$ cat config.mk
export PLATFORM = sky130hd
export DESIGN_NAME = uart_cmd_parser
export DESIGN_NICKNAME = d
export VERILOG_FILES = /design/src/rtl/drone_cmd_pkg.sv /design/src/rtl/cmd_timeout_timer.sv /design/src/rtl/uart_cmd_parser.sv
export SDC_FILE = /design/constraint.sdc
export NUM_CORES = 1
export LEC_CHECK = 0
export BUFFER_PORTS_ARGS = -buffer_cell sky130_fd_sc_hd__buf_4
export CAP_MARGIN = 10
export CORE_UTILIZATION = 55
export CTS_BUF_LIST = sky130_fd_sc_hd__clkbuf_8
export CTS_CLUSTER_SIZE = 16
export DETAILED_ROUTE_END_ITERATION = 16
export HOLD_SLACK_MARGIN = 0.02
export PLACE_DENSITY = 0.78
export SLEW_MARGIN = 30
export SYNTH_ARGS = -nofsm -noshare
export SYNTH_HDL_FRONTEND = slang
export SYNTH_SLANG_ARGS = --single-unit
$ cat constraint.sdc
create_clock -name FCLK_CLK0_0 -period 2.31 [get_ports FCLK_CLK0_0]
set_input_delay 0 -clock FCLK_CLK0_0 [delete_from_list [all_inputs] [get_ports FCLK_CLK0_0]]
set_output_delay 0 -clock FCLK_CLK0_0 [all_outputs]
set_load 0.02 [all_outputs]
$ cat src/rtl/drone_cmd_pkg.sv
// Shared frame constants, command codes and parser state encoding for the
// ground-station command link; the flight-control block reuses the state type.
package drone_cmd_pkg;

   localparam logic [7:0] START_BYTE  = 8'h0A;
   localparam logic [7:0] STOP_BYTE   = 8'h08;
   localparam logic [7:0] CMD_MAX     = 8'h07;

   localparam logic [7:0] CMD_TAKEOFF = 8'h01;
   localparam logic [7:0] CMD_LAND    = 8'h02;
   localparam logic [7:0] CMD_HOVER   = 8'h03;
   localparam logic [7:0] CMD_FORWARD = 8'h04;
   localparam logic [7:0] CMD_BACK    = 8'h05;
   localparam logic [7:0] CMD_LEFT    = 8'h06;
   localparam logic [7:0] CMD_RIGHT   = 8'h07;

   localparam int unsigned TIMEOUT_CYC = 25000;

   typedef enum logic [1:0] {
      ST_IDLE      = 2'd0,
      ST_WAIT_CMD  = 2'd1,
      ST_WAIT_STOP = 2'd2
   } parser_state_e;

   function automatic logic is_legal_cmd(input logic [7:0] b);
      return (b >= CMD_TAKEOFF) && (b <= CMD_MAX);
   endfunction

   function automatic logic [7:0] sat_inc8(input logic [7:0] v);
      if (v == 8'hFF) begin
         return 8'hFF;
      end else begin
         return v + 8'h01;
      end
   endfunction

endpackage

$ cat src/rtl/cmd_timeout_timer.sv
// Reloadable inter-byte timeout counter; expired_o is high on the last count
// before timeout, and the count returns to zero when disabled or expired.
module cmd_timeout_timer #(
   parameter int unsigned TIMEOUT_CYC = 25000
) (
   input  logic clk_i,
   input  logic rst_ni,
   input  logic enable_i,
   input  logic reload_i,
   output logic expired_o
);

   localparam int unsigned CNT_W = $clog2(TIMEOUT_CYC);
   localparam logic [CNT_W-1:0] LAST_CNT = CNT_W'(TIMEOUT_CYC - 1);

   logic [CNT_W-1:0] cnt_q;
   logic [CNT_W-1:0] cnt_d;

   assign expired_o = (cnt_q == LAST_CNT);

   // Next count: expiry clears too, because the parser drops to IDLE on it.
   always_comb begin
      cnt_d = cnt_q;
      if (reload_i || !enable_i || expired_o) begin
         cnt_d = '0;
      end else begin
         cnt_d = cnt_q + CNT_W'(1);
      end
   end

   // Counter register with synchronous active-low reset.
   always_ff @(posedge clk_i) begin
      if (!rst_ni) begin
         cnt_q <= '0;
      end else begin
         cnt_q <= cnt_d;
      end
   end

endmodule

$ cat src/rtl/uart_cmd_parser.sv
// Validates START/command/STOP frames from the UART receiver and issues
// registered command, frame-error and timeout strobes plus an error count.
module uart_cmd_parser
   import drone_cmd_pkg::*;
(
   input  logic       FCLK_CLK0_0,
   input  logic       FCLK_RESET0_N_0,
   input  logic [7:0] rx_data,
   input  logic       rx_valid,
   output logic       cmd_valid,
   output logic [7:0] cmd_code,
   output logic       frame_err,
   output logic       timeout_err,
   output logic [7:0] err_cnt,
   output logic       busy
);

   parser_state_e state_q, state_d;
   logic [7:0] cmd_buf_q, cmd_code_q, err_cnt_q;
   logic       cmd_valid_q, frame_err_q, timeout_err_q, busy_q;
   logic       cmd_valid_d, frame_err_d, timeout_err_d, load_buf_d;
   logic       timer_en_s, timer_reload_s, timer_expired_s;

   assign timer_en_s     = (state_q != ST_IDLE);
   assign timer_reload_s = rx_valid && (state_q != ST_IDLE);

   cmd_timeout_timer #(.TIMEOUT_CYC(TIMEOUT_CYC)) u_timer (
      .clk_i     (FCLK_CLK0_0),
      .rst_ni    (FCLK_RESET0_N_0),
      .enable_i  (timer_en_s),
      .reload_i  (timer_reload_s),
      .expired_o (timer_expired_s)
   );

   // Frame decision; a byte arriving on the expiry cycle takes priority.
   always_comb begin
      state_d       = state_q;
      cmd_valid_d   = 1'b0;
      frame_err_d   = 1'b0;
      timeout_err_d = 1'b0;
      load_buf_d    = 1'b0;
      if (rx_valid) begin
         case (state_q)
            ST_IDLE: begin
               if (rx_data == START_BYTE) begin
                  state_d = ST_WAIT_CMD;
               end else begin
                  state_d = ST_IDLE;
               end
            end
            ST_WAIT_CMD: begin
               if (rx_data == START_BYTE) begin
                  state_d = ST_WAIT_CMD;
               end else if (is_legal_cmd(rx_data)) begin
                  load_buf_d = 1'b1;
                  state_d    = ST_WAIT_STOP;
               end else begin
                  frame_err_d = 1'b1;
                  state_d     = ST_IDLE;
               end
            end
            ST_WAIT_STOP: begin
               if (rx_data == STOP_BYTE) begin
                  cmd_valid_d = 1'b1;
                  state_d     = ST_IDLE;
               end else if (rx_data == START_BYTE) begin
                  frame_err_d = 1'b1;
                  state_d     = ST_WAIT_CMD;
               end else begin
                  frame_err_d = 1'b1;
                  state_d     = ST_IDLE;
               end
            end
            default: begin
               state_d = ST_IDLE;
            end
         endcase
      end else if (timer_expired_s && (state_q != ST_IDLE)) begin
         timeout_err_d = 1'b1;
         state_d       = ST_IDLE;
      end else begin
         state_d = state_q;
      end
   end

   // State and registered outputs; busy tracks the state being entered.
   always_ff @(posedge FCLK_CLK0_0) begin
      if (!FCLK_RESET0_N_0) begin
         state_q       <= ST_IDLE;
         cmd_buf_q     <= 8'h00;
         cmd_code_q    <= 8'h00;
         err_cnt_q     <= 8'h00;
         cmd_valid_q   <= 1'b0;
         frame_err_q   <= 1'b0;
         timeout_err_q <= 1'b0;
         busy_q        <= 1'b0;
      end else begin
         state_q       <= state_d;
         busy_q        <= (state_d != ST_IDLE);
         cmd_valid_q   <= cmd_valid_d;
         frame_err_q   <= frame_err_d;
         timeout_err_q <= timeout_err_d;
         if (load_buf_d) begin
            cmd_buf_q <= rx_data;
         end
         if (cmd_valid_d) begin
            cmd_code_q <= cmd_buf_q;
         end
         if (frame_err_d || timeout_err_d) begin
            err_cnt_q <= sat_inc8(err_cnt_q);
         end
      end
   end

   assign cmd_valid   = cmd_valid_q;
   assign cmd_code    = cmd_code_q;
   assign frame_err   = frame_err_q;
   assign timeout_err = timeout_err_q;
   assign err_cnt     = err_cnt_q;
   assign busy        = busy_q;

endmodule

Yosys cells after proc, flatten, opt, wreduce, memory -nomap -nowiden

Index checks and enable logic that the tools add are counted.
W data, S select, Z words.

$add $sub $neg: 2
Bitwise operators: 1
Equal/unequal tests: 6
Reductions and logical operators: 11
Magnitude comparators: 2
Muxes and demuxes: 22

Operator list:

| operator                | number |
|---|---|
| $eq A8 B4 Y1 const B    | 2 |
| $add A15 B1 Y15 const B | 1 |
| $eq A15 B15 Y1 const B  | 1 |
| $mux W1                 | 15 |
| $add A8 B1 Y8 const B   | 1 |
| $eq A8 B8 Y1 const B    | 1 |
| $ge A8 B1 Y1 const B    | 1 |
| $le A8 B3 Y1 const B    | 1 |
| $mux W2                 | 4 |
| $mux W8                 | 1 |
| $pmux W2 S3             | 1 |
| $reduce_bool A2 Y1      | 2 |
| $logic_and A1 B1 Y1     | 3 |
| $logic_or A1 B1 Y1      | 3 |
| $eq A2 B1 Y1 const B    | 1 |
| $eq A2 B2 Y1 const B    | 1 |
| $logic_not A2 Y1        | 1 |
| $pmux W1 S2             | 1 |
| $reduce_or A2 Y1        | 1 |
| $logic_not A1 Y1        | 1 |
| $not A1 Y1              | 1 |

Input port bits: 11
Logic and storage cells: 53
Output and inout bits: 20
Bits in registers: 45

Longest topological paths before layout

Depth in word-level cells: 7
Depth in mapped cells: 8
Depth with buffers taken out: 7

By module

A second synthesis with hierarchy kept.

Cells, all modules: 221
Area total of the unflattened synthesis: 2055.7 um2

By module, submodules not included:

| module            | instances | cells each | sequential area each (um2) | area an instance (um2) |
|---|---|---|---|---|
| uart_cmd_parser   | 1         | 144        | 600.6                      | 1363.8 |
| cmd_timeout_timer | 1         | 77         | 300.3                      | 691.9 |

Worst setup path before layout

OpenSTA, ideal clock, no wires.

Kind: register to register
Start: register u_timer.cnt_q[0]
End: register err_cnt_q[7], in the netlist err_cnt[7]
Library setup time: 0.088 ns
Cell stages (with the launch flop): 8
Arrival time: 1.711 ns
Buffers on the path: 1
Period minus slack after synthesis: 1.799 ns
Setup slack: 0.511 ns
Path through: dfxtp_1 ha_1 and4_1 nand4_4 o32ai_4 buf_8 a31oi_2 a311oi_2

Longest elaborated chain between the ends: 5

RTL lines:

| element                | line                    | source |
|---|---|---|
| from (decl)            | cmd_timeout_timer.sv:16 | `logic [CNT_W-1:0] cnt_q;` |
| from (signal assigned) | cmd_timeout_timer.sv:36 | `cnt_q <= cnt_d;` |
| $eq A15 B15 Y1         | cmd_timeout_timer.sv:19 | `assign expired_o = (cnt_q == LAST_CNT);` |
| $logic_and A1 B1 Y1    | uart_cmd_parser.sv:78   | `end else if (timer_expired_s && (state_q != ST_IDLE)) begin` |
| $mux W1                | uart_cmd_parser.sv:78   |  |
| $mux W1                | uart_cmd_parser.sv:42   | `if (rx_valid) begin` |
| $logic_or A1 B1 Y1     | uart_cmd_parser.sv:109  | `if (frame_err_d \|\| timeout_err_d) begin` |
| to (signal assigned)   | uart_cmd_parser.sv:110  | `err_cnt_q <= sat_inc8(err_cnt_q);` |
| to (decl)              | uart_cmd_parser.sv:19   | `logic [7:0] cmd_buf_q, cmd_code_q, err_cnt_q;` |

Every way passes these cells.
A chain may end at the register's enable or synchronous reset.

Worst setup path after layout

Same ends and word-level chain as after synthesis.

==> results.json <==
{
  "worstPathCellList": "ha_1, and4_1, nand4_4, o32ai_4, buf_4, a31oi_2, a311oi_2",
  "drv_cap": 0,
  "crit_start": "u_timer.cnt_q[0]$_SDFF_PP0_",
  "area.growth.synth_to_final_pct": 20.4,
  "final_cell_mix": "dfxtp_1, buf_4, nor2_1",
  "critPathArrivalTime_ns": 2.30,
  "power_density_nw_per_um2": 586,
  "status": "finished, final reports clean",
  "io_pins": 31,
  "ys_warn_count": 0,
  "synth_area_um2": 2030,
  "p_int_mw": 1.15,
  "cp-start-kind": "flop",
  "die-area_um2": 3940,
  "slew_headroom": 0.496,
  "fp.dieH_um": 62.7,
  "maxSlewViolCount": 0,
  "p_seq_frac": 0.541,
  "synthXorXnorAreaFrac": 0.0432,
  "crit_path_end": "err_cnt[7]$_SDFFE_PN0P_",
  "die_w_um": 62.7,
  "synth-compound-area-share": 0.130,
  "cp.required_ns": 2.53,
  "synth_nets": 220,
  "holdPathStages": 3,
  "critPathMaxStageDelay_ns": 0.40,
  "crit_type": "flop to flop",
  "finalCriticalPeriod_ns": 2.09,
  "first_iter_violations": 76,
  "tritoncts": "yes",
  "grt_pass1_wl_um": 7140,
  "drive_gt1_frac": 0.242,
  "synth_top_family_by_area": "simple AND/OR/NAND/NOR gates",
  "numClockSinks": 45,
  "min_period_over_period": 0.903,
  "clk_latency_ns": 0.30,
  "hold_class": "input pin to flop",
  "io_buffers": 30,
  "fill_cells": 270,
  "yosys.area.top_type": "dfxtp_1",
  "final_common_cell": "dfxtp_1",
  "final_util": 0.710,
  "wl_um": 4060,
  "worstRegToRegCells": 7,
  "wl_per_cell_um": 14.2,
  "fin_ws_ns": 0.224,
  "synth-edff-count": 0,
  "fmax_mhz": 479,
  "ys_seq_area_frac": 0.444,
  "peakVddDrop_mv": 0.373,
  "multi_input_area_um2": 1060,
  "muxShareOfSynthArea": 0.0543,
  "syn_inst": 203,
  "placed_cell_area_um2": 2270,
  "final_area_um2": 2440,
  "antenna_cells": 0,
  "grt_max_degree": 23,
  "switching_share": 0.199,
  "synth_top_area_frac": 0.444,
  "routed_via_density": 5.65,
  "synth_cell_types": 48,
  "drcViolationCount": 0,
  "p_sw_mw": 0.285,
  "setup_viol": 0,
  "power_frac_clock": 0.427,
  "firstDrtPassIters": 4,
  "initial_utilization": 0.590,
  "gp_congestion": 0.782,
  "synth_ff_type": "dfxtp_1",
  "async_flop_share": 0,
  "critPathMaxFanout": 9,
  "cts_root_buf": "clkbuf_8",
  "fin_skew_ns": 0.00799,
  "crit_path_end_kind": "flop",
  "place_worst_setup_slack_ns": 0.246,
  "h-tree-depth": 2,
  "ant_nets": 0,
  "rsz0062_at_grt": "no",
  "fp.coreArea_um2": 3440,
  "reg2reg_to": "err_cnt[7]$_SDFFE_PN0P_",
  "pwr-share-comb": 0.032,
  "cts_made_buffers": 5,
  "reg2reg_setup_slack_ns": 0.22,
  "cts_buffer_depth": 2,
  "syn_avg_cell_area_um2": 10.0,
  "crit_cells": 7,
  "tightest_slew_ns": 0.756,
  "nets": 256,
  "reg2reg_from": "u_timer.cnt_q[0]$_SDFF_PP0_",
  "gr-total-overflow": 0,
  "clkTransAtPathRegs_ns": 0.08,
  "cts_setup_buffers": 0,
  "synth_seq_cells": 45,
  "leakagePower_nw": 1.01,
  "cp_top_family": "compound AO/OA/AOI/OAI gates",
  "finalSetupTns_ns": 0,
  "synthTopCellsByArea": "dfxtp_1, nor2_1, mux2i_1, xor2_1, ha_1",
  "cp_num_buf_inv": 1,
  "grt_pass1_vias": 1600,
  "synth-simple-area-share": 0.256,
  "synthAdderAreaFrac": 0.0370,
  "fp-row-count": 21,
  "antenna_found_initial": 0,
  "cpMaxStageDelayCell": "o32ai_4",
  "hold_viol": 0,
  "final-seq-area_um2": 901,
  "hpwl_um": 2890,
  "num_vias": 1615,
  "grt_use_total": 0.233
}
-- cell families after synthesis --
group | count (synthesis)
simple gates | 89
flops | 45
compound gates | 28
buf+inv | 14
mux | 11
xor+xnor | 10
fa+ha+maj | 6
-- what timing repair did --
| action | 4_1_cts | 5_1_grt |
|---|---|---|
| hold endpoints to repair | 13 | 0 |
| gates resized for setup | 0 | 0 |
| hold buffers | 5 | 0 |
-- per-stage QoR --
| step | power, mW | hold WS (ns) | std cells |
|---|---|---|---|
| detailed placement | 0.832 | 0.242 | 273 |
| floorplan | 0.812 | 0.0781 | 203 |
| global route | 1.48 | 0.0524 | 286 |
| global placement | 0.830 | 0.234 | 273 |
| finish | 1.43 | 0.0416 | 286 |
| CTS | 1.45 | 0.0340 | 286 |
-- cells in the mapped netlist, types with 3 or more instances --
| cell | number |
|---|---|
| nand2_1 | 12 |
| nor2_1 | 30 |
| ha_1 | 6 |
| inv_1 | 7 |
| a311oi_2 | 4 |
| clkbuf_1 | 4 |
| nor3_1 | 3 |
| and2_1 | 4 |
| xor2_1 | 9 |
| or3_1 | 3 |
| a21oi_1 | 5 |
| nand4_1 | 3 |
| o21ai_0 | 3 |
| and4_1 | 3 |
| dfxtp_1 | 45 |
| mux2i_1 | 11 |
| nand3_1 | 4 |
| and3_1 | 9 |
| and3_2 | 3 |
-- power by group through the flow --
stage	clock, mW	sequential (mW)	combinational (mW)
global placement	0	0.793	0.0371
global route	0.655	0.775	0.0498
CTS	0.627	0.775	0.0455
floorplan	0	0.793	0.0187
finish	0.612	0.775	0.0465
detailed placement	0	0.793	0.0387
-- per-layer routing --
metal	track usage	up-vias	part of all wire
li1	-	801	-
met1	0.270	766	0.44
met3	0.0657	9	0.037
met5	0	-	0
met4	0.0930	0	0.017
met2	0.404	39	0.50
-- worst min-delay path, delay by kind of cell --
kind / cells / cell delay (ns)
buffers and inverters: 1 / 0.13
AND/OR/NAND/NOR: 2 / 0.16
-- sequential cells by signal, indices dropped and copies added (netlist names) --
signal / cells
err_cnt: 8
busy: 1
timeout_err: 1
cmd_valid: 1
frame_err: 1
state_q: 2
cmd_buf_q: 8
cmd_code: 8
u_timer.cnt_q: 15
-- cell type report --
class	count	share of cell area
Sequential cell	45	0.369
Clock buffer	6	0.0338
Multi-Input combinational cell	144	0.432
Inverter	7	0.0108
Timing Repair Buffer	36	0.116
Tap cell	46	0.0236
Clock inverter	2	0.0154
-- worst min-delay path by stage --
stage                           from              endpoint
after floorplan           rx_data[1]  cmd_valid$_SDFF_PN0_
after global placement    rx_data[1]  cmd_valid$_SDFF_PN0_
after detailed placement  rx_data[1]  cmd_valid$_SDFF_PN0_
after CTS                 rx_data[3]  cmd_valid$_SDFF_PN0_
after global routing      rx_data[3]  cmd_valid$_SDFF_PN0_
final                     rx_data[3]  cmd_valid$_SDFF_PN0_
No activity file was read; power rests on OpenSTA's default activity.
